<file path="config.mk">
export PLATFORM = sky130hd
export DESIGN_NAME = aes_encipher_last_block_flat
export DESIGN_NICKNAME = d
export VERILOG_FILES = /design/src/rtl/aes_encipher_last_block_if.sv /design/src/rtl/aes_encipher_last_block.sv /design/src/flat_wrapper.sv
export SDC_FILE = /design/constraint.sdc
export NUM_CORES = 1
export LEC_CHECK = 0
export CAP_MARGIN = 20
export CORE_AREA = 4 4 251 253
export DETAILED_ROUTE_END_ITERATION = 10
export DIE_AREA = 0 0 255 257
export GPL_TIMING_DRIVEN = 0
export PLACE_DENSITY = 0.73
export SLEW_MARGIN = 30
export SYNTH_ARGS = -nofsm -noshare
export SYNTH_HDL_FRONTEND = slang
export SYNTH_SLANG_ARGS = --single-unit
</file>
<file path="constraint.sdc">
create_clock -name clk -period 24.2 [get_ports clk]
set_input_delay 4.84 -clock clk [delete_from_list [all_inputs] [get_ports clk]]
set_output_delay 4.84 -clock clk [all_outputs]
set_load 0.02 [all_outputs]
</file>
<file path="src/rtl/aes_encipher_last_block_if.sv">
// rtl/aes_encipher_last_block_if.sv - block/key/S-box/ciphertext bundle for the last AES encipher round
interface aes_encipher_last_block_if;
  localparam int BLK_W = 128;

  // upstream side: state from the previous round plus the last-round key
  logic [BLK_W-1:0] round_key;
  logic             in_valid;
  logic [BLK_W-1:0] in_block;
  logic             in_ready;

  // shared external S-box array
  logic [BLK_W-1:0] old_sbox;
  logic [BLK_W-1:0] new_sbox;

  // downstream side: finished ciphertext
  logic             out_valid;
  logic [BLK_W-1:0] out_block;
  logic             out_ready;

  logic             busy;

  // the round stage itself
  modport slave (
    input  round_key,
    input  in_valid,
    input  in_block,
    output in_ready,
    output old_sbox,
    input  new_sbox,
    output out_valid,
    output out_block,
    input  out_ready,
    output busy
  );

  // the surroundings: previous round, S-box array and ciphertext consumer
  modport master (
    output round_key,
    output in_valid,
    output in_block,
    input  in_ready,
    input  old_sbox,
    output new_sbox,
    input  out_valid,
    input  out_block,
    output out_ready,
    input  busy
  );
endinterface

</file>
<file path="src/rtl/aes_encipher_last_block.sv">
// rtl/aes_encipher_last_block.sv - final AES encipher round (SubBytes, ShiftRows, AddRoundKey) as a 3-stage pipe
module aes_encipher_last_block (
  input  logic                       clk,
  input  logic                       reset,
  aes_encipher_last_block_if.slave   bus
);
  localparam int NS    = 3;
  localparam int BLK_W = 128;

  // Stage indices: 0 holds the substituted bytes, 1 the row-shifted state,
  // 2 the finished ciphertext.
  localparam int ST_SUB   = 0;
  localparam int ST_SHIFT = 1;
  localparam int ST_ARK   = 2;

  logic [NS-1:0]    v;
  logic [BLK_W-1:0] s0;
  logic [BLK_W-1:0] s1;
  logic [BLK_W-1:0] s2;
  logic [BLK_W-1:0] k0;
  logic [BLK_W-1:0] k1;

  logic adv2;
  logic en2;
  logic en1;
  logic en0;
  logic accept;

  // ShiftRows on a column-major state: word c, row r sits at bits
  // [127-32c-8r -: 8]; row r of output column c comes from input column (c+r) mod 4.
  function automatic logic [BLK_W-1:0] shiftrows(input logic [BLK_W-1:0] st);
    logic [31:0] w0;
    logic [31:0] w1;
    logic [31:0] w2;
    logic [31:0] w3;
    logic [31:0] ws0;
    logic [31:0] ws1;
    logic [31:0] ws2;
    logic [31:0] ws3;
    w0  = st[127:96];
    w1  = st[95:64];
    w2  = st[63:32];
    w3  = st[31:0];
    ws0 = {w0[31:24], w1[23:16], w2[15:8], w3[7:0]};
    ws1 = {w1[31:24], w2[23:16], w3[15:8], w0[7:0]};
    ws2 = {w2[31:24], w3[23:16], w0[15:8], w1[7:0]};
    ws3 = {w3[31:24], w0[23:16], w1[15:8], w2[7:0]};
    return {ws0, ws1, ws2, ws3};
  endfunction

  // Advance chain: each stage may load when it is empty or when the stage
  // after it is moving, so a full pipe with a ready consumer stays bubble-free.
  always_comb begin
    adv2   = v[ST_ARK] & bus.out_ready;
    en2    = !v[ST_ARK] | adv2;
    en1    = !v[ST_SHIFT] | (v[ST_SHIFT] & en2);
    en0    = !v[ST_SUB] | (v[ST_SUB] & en1);
    accept = bus.in_valid & en0;
  end

  // The external S-box substitutes the incoming block combinationally.
  assign bus.old_sbox  = bus.in_block;
  assign bus.in_ready  = en0;
  assign bus.out_valid = v[ST_ARK];
  assign bus.out_block = s2;
  assign bus.busy      = |v;

  // Stage 0: capture substituted bytes and the key that belongs to this block.
  always_ff @(posedge clk or posedge reset) begin
    if (reset) begin
      v[ST_SUB] <= 1'b0;
      s0        <= '0;
      k0        <= '0;
    end else if (accept) begin
      v[ST_SUB] <= 1'b1;
      s0        <= bus.new_sbox;
      k0        <= bus.round_key;
    end else if (en0) begin
      v[ST_SUB] <= 1'b0;
    end
  end

  // Stage 1: ShiftRows; the key travels alongside its block.
  always_ff @(posedge clk or posedge reset) begin
    if (reset) begin
      v[ST_SHIFT] <= 1'b0;
      s1          <= '0;
      k1          <= '0;
    end else if (en1) begin
      v[ST_SHIFT] <= v[ST_SUB];
      s1          <= shiftrows(s0);
      k1          <= k0;
    end
  end

  // Stage 2: AddRoundKey; holds while the consumer stalls.
  always_ff @(posedge clk or posedge reset) begin
    if (reset) begin
      v[ST_ARK] <= 1'b0;
      s2        <= '0;
    end else if (en2) begin
      v[ST_ARK] <= v[ST_SHIFT];
      s2        <= s1 ^ k1;
    end
  end
endmodule

</file>
<file path="src/flat_wrapper.sv">
// flat-port wrapper written by rule: the top's interface ports become plain ports
module aes_encipher_last_block_flat 
  (clk, reset, bus_round_key, bus_in_valid, bus_in_block, bus_in_ready, bus_old_sbox, bus_new_sbox, bus_out_valid, bus_out_block, bus_out_ready, bus_busy);
  aes_encipher_last_block_if bus_i ();
  input  logic clk;
  input  logic reset;
  input wire logic [$bits(bus_i.round_key)-1:0] bus_round_key;
  input wire logic [$bits(bus_i.in_valid)-1:0] bus_in_valid;
  input wire logic [$bits(bus_i.in_block)-1:0] bus_in_block;
  output wire logic [$bits(bus_i.in_ready)-1:0] bus_in_ready;
  output wire logic [$bits(bus_i.old_sbox)-1:0] bus_old_sbox;
  input wire logic [$bits(bus_i.new_sbox)-1:0] bus_new_sbox;
  output wire logic [$bits(bus_i.out_valid)-1:0] bus_out_valid;
  output wire logic [$bits(bus_i.out_block)-1:0] bus_out_block;
  input wire logic [$bits(bus_i.out_ready)-1:0] bus_out_ready;
  output wire logic [$bits(bus_i.busy)-1:0] bus_busy;
  assign bus_i.round_key = bus_round_key;
  assign bus_i.in_valid = bus_in_valid;
  assign bus_i.in_block = bus_in_block;
  assign bus_in_ready = bus_i.in_ready;
  assign bus_old_sbox = bus_i.old_sbox;
  assign bus_i.new_sbox = bus_new_sbox;
  assign bus_out_valid = bus_i.out_valid;
  assign bus_out_block = bus_i.out_block;
  assign bus_i.out_ready = bus_out_ready;
  assign bus_busy = bus_i.busy;
  aes_encipher_last_block u_core (.clk(clk), .reset(reset), .bus(bus_i));
endmodule
</file>
Word level (Yosys, flattened, before mapping)
Index checks and enable logic that the tools add are counted.
- register bits after elaboration: 643
- multiplexer cells: 2
- bitwise logic cells: 8
- reduce and logical (&&, ||, !) cells: 5
- operator list (kind ; count):
    XOR 128 bit ; 1
    bitwise AND 1 bit ; 4
    logical NOT 1 bit ; 3
    bitwise OR 1 bit ; 3
    OR reduction 3 bit ; 1
    two-way mux 1 bit ; 2
    nonzero test 2 bit ; 1

Logic depth before layout (Yosys ltp)
Gate-level depths: netlist (run 1).
- depth in word-level cells: 8
- gate-level depth with buffers: 6

Least setup slack after synthesis (run 1)
OpenSTA, ideal clock, no wires.
- path type: input-to-output
- start point: input port bus_out_ready
- end point: output port bus_in_ready
- buffers on the path: 0
- data arrival time: 5.126 ns
- slack: 14.234 ns
- stages: 1
- path through: nand4b_2
- word-level cells in the longest chain between the ends: 6
- ends and longest elaborated chain (element ; RTL line ; text):
    start: declaration ; flat_wrapper.sv:15 ; input wire logic [$bits(bus_i.out_ready)-1:0] bus_out_ready;
    bitwise AND 1 bit ; aes_encipher_last_block.sv:54 ; adv2 = v[ST_ARK] & bus.out_ready;
    bitwise OR 1 bit ; aes_encipher_last_block.sv:55 ; en2 = !v[ST_ARK] | adv2;
    bitwise AND 1 bit ; aes_encipher_last_block.sv:56 ; en1 = !v[ST_SHIFT] | (v[ST_SHIFT] & en2);
    bitwise OR 1 bit ; aes_encipher_last_block.sv:56 ;
    bitwise AND 1 bit ; aes_encipher_last_block.sv:57 ; en0 = !v[ST_SUB] | (v[ST_SUB] & en1);
    bitwise OR 1 bit ; aes_encipher_last_block.sv:57 ;
    end: declaration ; flat_wrapper.sv:10 ; output wire logic [$bits(bus_i.in_ready)-1:0] bus_in_ready;
No other way between the ends.

Worst setup path after layout (run 1)
Same ends and word-level chain as after synthesis.

==> key figures, run 1 <==
Status
  • Outcome: finished clean

GRT
  • Initial antenna violation count: 21
  • Pin count of the biggest net entering global routing: around 100
  • GRT overflow: 0
  • Total GRT Usage: around a fifth
  • First-pass GRT wire length: approximately 110000 um
  • Vias in the first global route: around 17000

Layout
  • Area growth, synth to finish: 34.0%
  • Nets: about 2700
  • Util after Layout: a little under three fifths
  • Fin cells: about 3200
  • Share of cells above drive strength 1: roughly 33%

Pwr
  • Leak pwr: approximately 14 nW
  • Pwr per Cell Area: about 97 nW/um2
  • Max VDD drop: 0.0642 mV
  • Pwr Total: ~0.0033 W

CTS
  • Worst-path clk slew: roughly 60 ps
  • Clk Latency, worst-skew pair: about 590 ps
  • Clk sinks: about 640
  • Clock root cell: clkbuf_16
  • PostCTS Resize Cnt: 0
  • Max H-tree Level: 3
  • CTS Buf Count: between 60 and 70
  • CTS max path bufs: 3
  • CTS tree: done
  • Hold_buf cts: 0
  • Post-CTS Setup Bufs: 0

Timing
  • Final setup skew: between 20 and 25 ps
  • Final Critical Period: 11030 ps
  • Slew Limit Fails: 0
  • Final Hold Viols: 0
  • Fmax achieved: around 90 MHz
  • Unrepaired setup endpoints after global routing: false
  • Fin crit share: around 46%
  • Slew Limit Headroom: between 50% and 60%
  • Final setup margin: 13170 ps
  • Final setup vio count: 0
  • Worst-Margin Slew: between 600 and 700 ps
  • Setup TNS: 0 ps

Critical path
  • Worst Setup Start Kind: primary input
  • Worst Path Max Fanout: 3
  • CP endpoint kind: output port
  • Data arrival, critical path: 6190 ps
  • Req. time, crit path: between 15000 and 20000 ps
  • Worst setup path class: primary input to output port

Worst hold path
  • HP Class: flip-flop to flip-flop

Placement
  • IO Port Bufs: 518
  • DPL Wire Length: approximately 53000 um
  • Dpl cells: 3076
  • Pre-CTS worst setup slack: between 10000 and 15000 ps
  • Gpl congestion: 0.815

Routing
  • DRT iter0 DRCs: 598
  • Final ANT Viol Nets: 0
  • Final wirelength: ~71000 um
  • Detailed Routing Iterations Pass 1: 4
  • DR vias/cell: slightly below 5
  • Avg WL per Cell: 22.2 um
  • Vias: ~16000
  • Remaining DRCs: 0

Die
  • Die Footprint: 65500 um2
  • Total I/O pin count: 647
  • Chip Width: 255 um
  • Row cnt: between 90 and 100
  • Chip height: between 200 and 300 um
  • Core Footprint: roughly 60000 um2
  • Initial Util: between 40% and 50%

Run
  • Max-cap violations: 0

Synth
  • Yosys cell types: 17
  • Seq cells post-synth: ~640
  • Leading post-synthesis cells by cell area: dfrtp_1, mux2_2, xnor2_1
  • Post-synth ARST share: 100%
  • Syn avg cell area: approximately 15 um2
  • Most used flip-flop cell after synthesis: dfrtp_1
  • Syn Std Cell Area: approximately 26000 um2
  • Synthesis Warnings: 0
  • Number of synthesized flops with an enable pin: 0
  • Post-synth top cells: dfrtp_1, mux2_2, buf_4
  • Largest area contributor in the netlist: dfrtp_1
  • Syn Inst Count: 1761
  • Area share of the largest cell type after synthesis: a little over three fifths
  • Cell with the most instances after synthesis: dfrtp_1
  • Syn nets: 2149
  • Post-synthesis sequential area ratio: a little over three fifths
==> cell usage in the layout, fill, tap and decap left out <==
master	instances
nand2b_1	4
diode_2	18
xnor2_1	128
inv_6	4
or3_1	1
dfrtp_1	643
inv_8	1
buf_2	44
buf_1	3
clkbuf_2	2
mux2_1	21
buf_16	7
clkinvlp_4	2
nand2_1	1
a21oi_1	128
nand3b_1	1
clkdlybuf4s50_1	518
buf_4	141
clkbuf_1	26
bufinv_16	6
mux2_2	491
clkbuf_8	10
nor2_1	128
nand4b_2	1
buf_6	14
clkbuf_16	71
clkinv_4	1
inv_16	1
clkinv_2	10
==> layer usage <==
layer	global-route usage [%]	vias to the layer above	share of wire, %
met4	7.97	10	3.0
met5	0	-	0.11
li1	-	7072	-
met2	38.1	453	52
met3	5.66	110	6.7
met1	24.7	8039	38
==> metrics by stage <==
step | cell area, um2 | hold WS, ps
6_report | 34400 | 487
5_1_grt | 34300 | 503
4_1_cts | 34300 | 493
3_5_place_dp | 32000 | 480
3_3_place_gp | 31800 | 471
2_1_floorplan | 25600 | 459
==> state kept, by name, summed over array words and instances, names as in the netlist <==
name	count
u_core.k0	128
u_core.bus.out_block	128
u_core.s0	128
u_core.bus.out_valid	1
u_core.k1	128
u_core.s1	128
u_core.v	2
==> power by group <==
group / switching (W) / leakage [nW] / internal, W
registers: 0.000155 / 7.43 / 0.00131
logic: 0.000366 / 5.84 / 0.000435
clock network: 0.000425 / 1.12 / 0.000637
==> critical path: stages <==
cell	delay (ps)
clkdlybuf4s50_1	510
nand4b_2	180
clkdlybuf4s50_1	650
==> path summary, 6_finish.rpt <==
| path | start | to | slack, ps | depth (start not counted) |
|---|---|---|---|---|
| max | bus_out_ready | bus_in_ready | 13170 | 3 |
| min | u_core.s0[87]$_DFFE_PP0P_ | u_core.s1[119]$_DFFE_PP0P_ | 490 | 1 |
| max reg2reg | u_core.bus.out_valid$_DFFE_PP0P_ | u_core.bus.out_block[35]$_DFFE_PP0P_ | 22100 | 5 |
| min reg2reg | u_core.s0[87]$_DFFE_PP0P_ | u_core.s1[119]$_DFFE_PP0P_ | 490 | 1 |
| max in group asynchronous | reset | u_core.s1[95]$_DFFE_PP0P_ | 17880 | 5 |
| min in group asynchronous | reset | u_core.k0[52]$_DFFE_PP0P_ | 4630 | 2 |
==> cell type report <==
class | count | area (um2)
buffer | 213 | 1490
tap | 790 | 988
fill | 4888 | 26700
clock buffer | 98 | 1980
inverter | 1 | 11.3
timing repair buffer | 525 | 5380
sequential | 643 | 16100
multi-input combinational | 904 | 8070
clock inverter | 24 | 309
antenna | 18 | 45.0
==> kinds of logic after synthesis <==
| kind of cell | share of synthesized area, % |
|---|---|
| XOR/XNOR | 4.37 |
| flip-flops | 62.7 |
| AO/OA/AOI/OAI | 2.50 |
| multiplexers | 22.5 |
| AND/OR/NAND/NOR | 2.10 |
| buffers and inverters | 5.82 |
Power figures use the tool's default switching activity.
==> run 2: changes to the inputs <==
Clock period 24.2 ns to 9.4 ns, I/O delays scaled along.
==> key figures, run 2 (same netlist as run 1, synthesis figures left out) <==
Layout
  • Share of cells above drive strength 1: 34.2% (+0.74 points)
  • Nets: 2765 (+0.73%)
  • Filler cell count: 4865 (-0.47%)
  • Area growth, synth to finish: 36.0%
  • Most common cell after layout, fill and taps aside: dfrtp_1
  • Util after Layout: 57.1% (+0.85 points)
  • Commonest non-fill, non-tap cells in the layout: dfrtp_1, clkdlybuf4s50_1, mux2_2, buf_4

Timing
  • Final setup vio count: 0 (unchanged)
  • Fin crit share: 54.0%
  • Final Hold Viols: 0 (unchanged)
  • Fmax achieved: roughly 200 MHz
  • Slew Limit Fails: 0 (unchanged)
  • Unrepaired setup endpoints after global routing: false
  • Final Critical Period: 5080 ps
  • Worst-Margin Slew: 679 ps (-10.3 ps)
  • Setup TNS: 0 ps (unchanged)
  • Final setup skew: 22.5 ps (-1.91 ps)
  • Slew Limit Headroom: 54.7% (+0.69 points)

Die
  • Chip Width: 255 um (unchanged)
  • Chip height: 257 um (unchanged)
  • Die Footprint: 65500 um2 (unchanged)
  • Row cnt: 91 (unchanged)
  • Total I/O pin count: 647 (unchanged)
  • Core Footprint: 61000 um2 (unchanged)
  • Initial Util: 42.0% (unchanged)

Critical path
  • Crit path depth: 3 (unchanged)
  • End of the worst register-to-register path: u_core.s1[51]$_DFFE_PP0P_
  • Data arrival, critical path: 3200 ps (-2990 ps)
  • Worst R2R Setup Slack: 7290 ps (-14810 ps)
  • CP endpoint kind: output port
  • Req. time, crit path: 7520 ps (-11840 ps)
  • Worst Path Buf+Inv: 2 (unchanged)
  • Reg2Reg Launch Point: u_core.bus.out_valid$_DFFE_PP0P_
  • Worst Path Max Fanout: 3 (unchanged)
  • Crit-path leading delay family: buffers and inverters
  • Crit-path cells: clkdlybuf4s50_1, nand4b_2, clkdlybuf4s50_1
  • Worst Setup Start Kind: primary input
  • Worst setup path class: primary input to output port
  • Crit-path most repeated cell: clkdlybuf4s50_1
  • Reg2reg path depth: 4 (-1)
  • Crit-path max cell delay: 680 ps (+30 ps)
  • CP max-delay cell: clkdlybuf4s50_1

Worst hold path
  • Hold Path Cell Cnt: 1 (unchanged)
  • WHS Endpoint: u_core.k1[68]$_DFFE_PP0P_
  • Hold path start: u_core.k0[68]$_DFFE_PP0P_
  • HP Class: flip-flop to flip-flop

GRT
  • Pin count of the biggest net entering global routing: 33 (-66%)
  • GRT overflow: 0 (unchanged)
  • Total GRT Usage: 21.5% (+0.097 points)
  • Initial antenna violation count: 28 (+33%)
  • First-pass GRT wire length: 106000 um (+0.61%)
  • Vias in the first global route: 17600 (+1.7%)

CTS
  • Max H-tree Level: 3 (unchanged)
  • Clk sinks: 643 (unchanged)
  • CTS tree: done
  • CTS Buf Count: 71 (+2.9%)
  • Clk Latency, worst-skew pair: 600 ps (about the same)
  • Post-CTS Setup Bufs: 0 (unchanged)
  • Clock root cell: clkbuf_16
  • PostCTS Resize Cnt: 0 (unchanged)
  • Hold_buf cts: 0 (unchanged)
  • CTS max path bufs: 3 (unchanged)
  • Worst-path clk slew: 60 ps (about the same)

Routing
  • Final wirelength: 71100 um (-0.48%)
  • Avg WL per Cell: 21.9 um (-1.2%)
  • Detailed Routing Iterations Pass 1: 4 (unchanged)
  • Final ANT Viol Nets: 0 (unchanged)
  • Remaining DRCs: 0 (unchanged)
  • DRT iter0 DRCs: 698 (+17%)
  • DR vias/cell: 4.89 (+0.37%)
  • Vias: 15900 (+1.1%)

Pwr
  • Pwr per Cell Area: 251 nW/um2 (+160%)
  • Max VDD drop: 0.171 mV (+170%)
  • Leak pwr: 14.6 nW (+1.6%)

Run
  • Max-cap violations: 0 (unchanged)

Placement
  • Gpl congestion: 0.822 (+0.82%)
  • IO Port Bufs: 518 (unchanged)
  • DPL Wire Length: 53600 um (+0.84%)

Status
  • Outcome: finished clean
run 2: changes by cell type in the layout (fill, tap and decap cells not counted), sizes merged:
cell,delta
clkinvlp,+2
clkinv,+1
inv,-2
diode,+4
buf,+18
bufinv,+2
run 2: power breakdown:
| group | switching, W | total, W | internal [W] |
|---|---|---|---|
| Sequential | 0.000402 | 0.00377 | 0.00337 |
| Combinational | 0.000938 | 0.00207 | 0.00113 |
| Clock | 0.00114 | 0.00289 | 0.00175 |
| Total | 0.00248 | 0.00874 | 0.00626 |
run 2: cell type report:
type                    instances  area [um2]  share of cell area (%)
clock buffers                  98        2040                    5.85
plain buffers                 213        1490                    4.28
flip-flops and latches        643       16100                    46.1
repair buffers                543        5720                    16.4
diodes                         22        55.1                   0.158
clock inverters                27         414                    1.19
inverters                       1        7.51                  0.0215
well taps                     790         988                    2.83
multi-input cells             904        8070                    23.1
run 2: metrics by stage:
step           setup slack [ps]  instance area (um2)  power (W)  std cells  hold slack [ps]
6_report                   4320                34900    0.00874       3241              484
5_1_grt                    4270                34900    0.00913       3232              508
4_1_cts                    4320                34800    0.00885       3219              491
3_5_place_dp               4320                32400    0.00591       3094              479
3_3_place_gp              -4950                31800    0.00582       3069              471
2_1_floorplan             -1260                25700    0.00491       1761              459
run 2: how the worst max path moves through the flow:
| stage | to | slack, ps | startpoint |
|---|---|---|---|
| 2_1_floorplan | u_core.bus.out_block[0]$_DFFE_PP0P_ | -1260 | reset |
| 5_1_grt | bus_in_ready | 4270 | bus_out_ready |
| 4_1_cts | bus_in_ready | 4320 | bus_out_ready |
| 3_3_place_gp | u_core.s0[41]$_DFFE_PP0P_ | -4950 | reset |
| 3_5_place_dp | bus_in_ready | 4320 | bus_out_ready |
| 6_report | bus_in_ready | 4320 | bus_out_ready |
run 2: routing by layer:
metal  global-route usage (%)  part of all wire (%)
met1                     24.8                    37
met2                     37.6                    52
met3                     6.23                   7.5
met4                     8.28                   3.7
met5                        0                  0.13
run 2: worst register-to-register path, delay by kind of cell, from the launching register on:
family / cells / cell delay (ps)
AND/OR/NAND/NOR: 1 / 290
flip-flops: 1 / 430
multiplexers: 1 / 410
buffers and inverters: 2 / 850
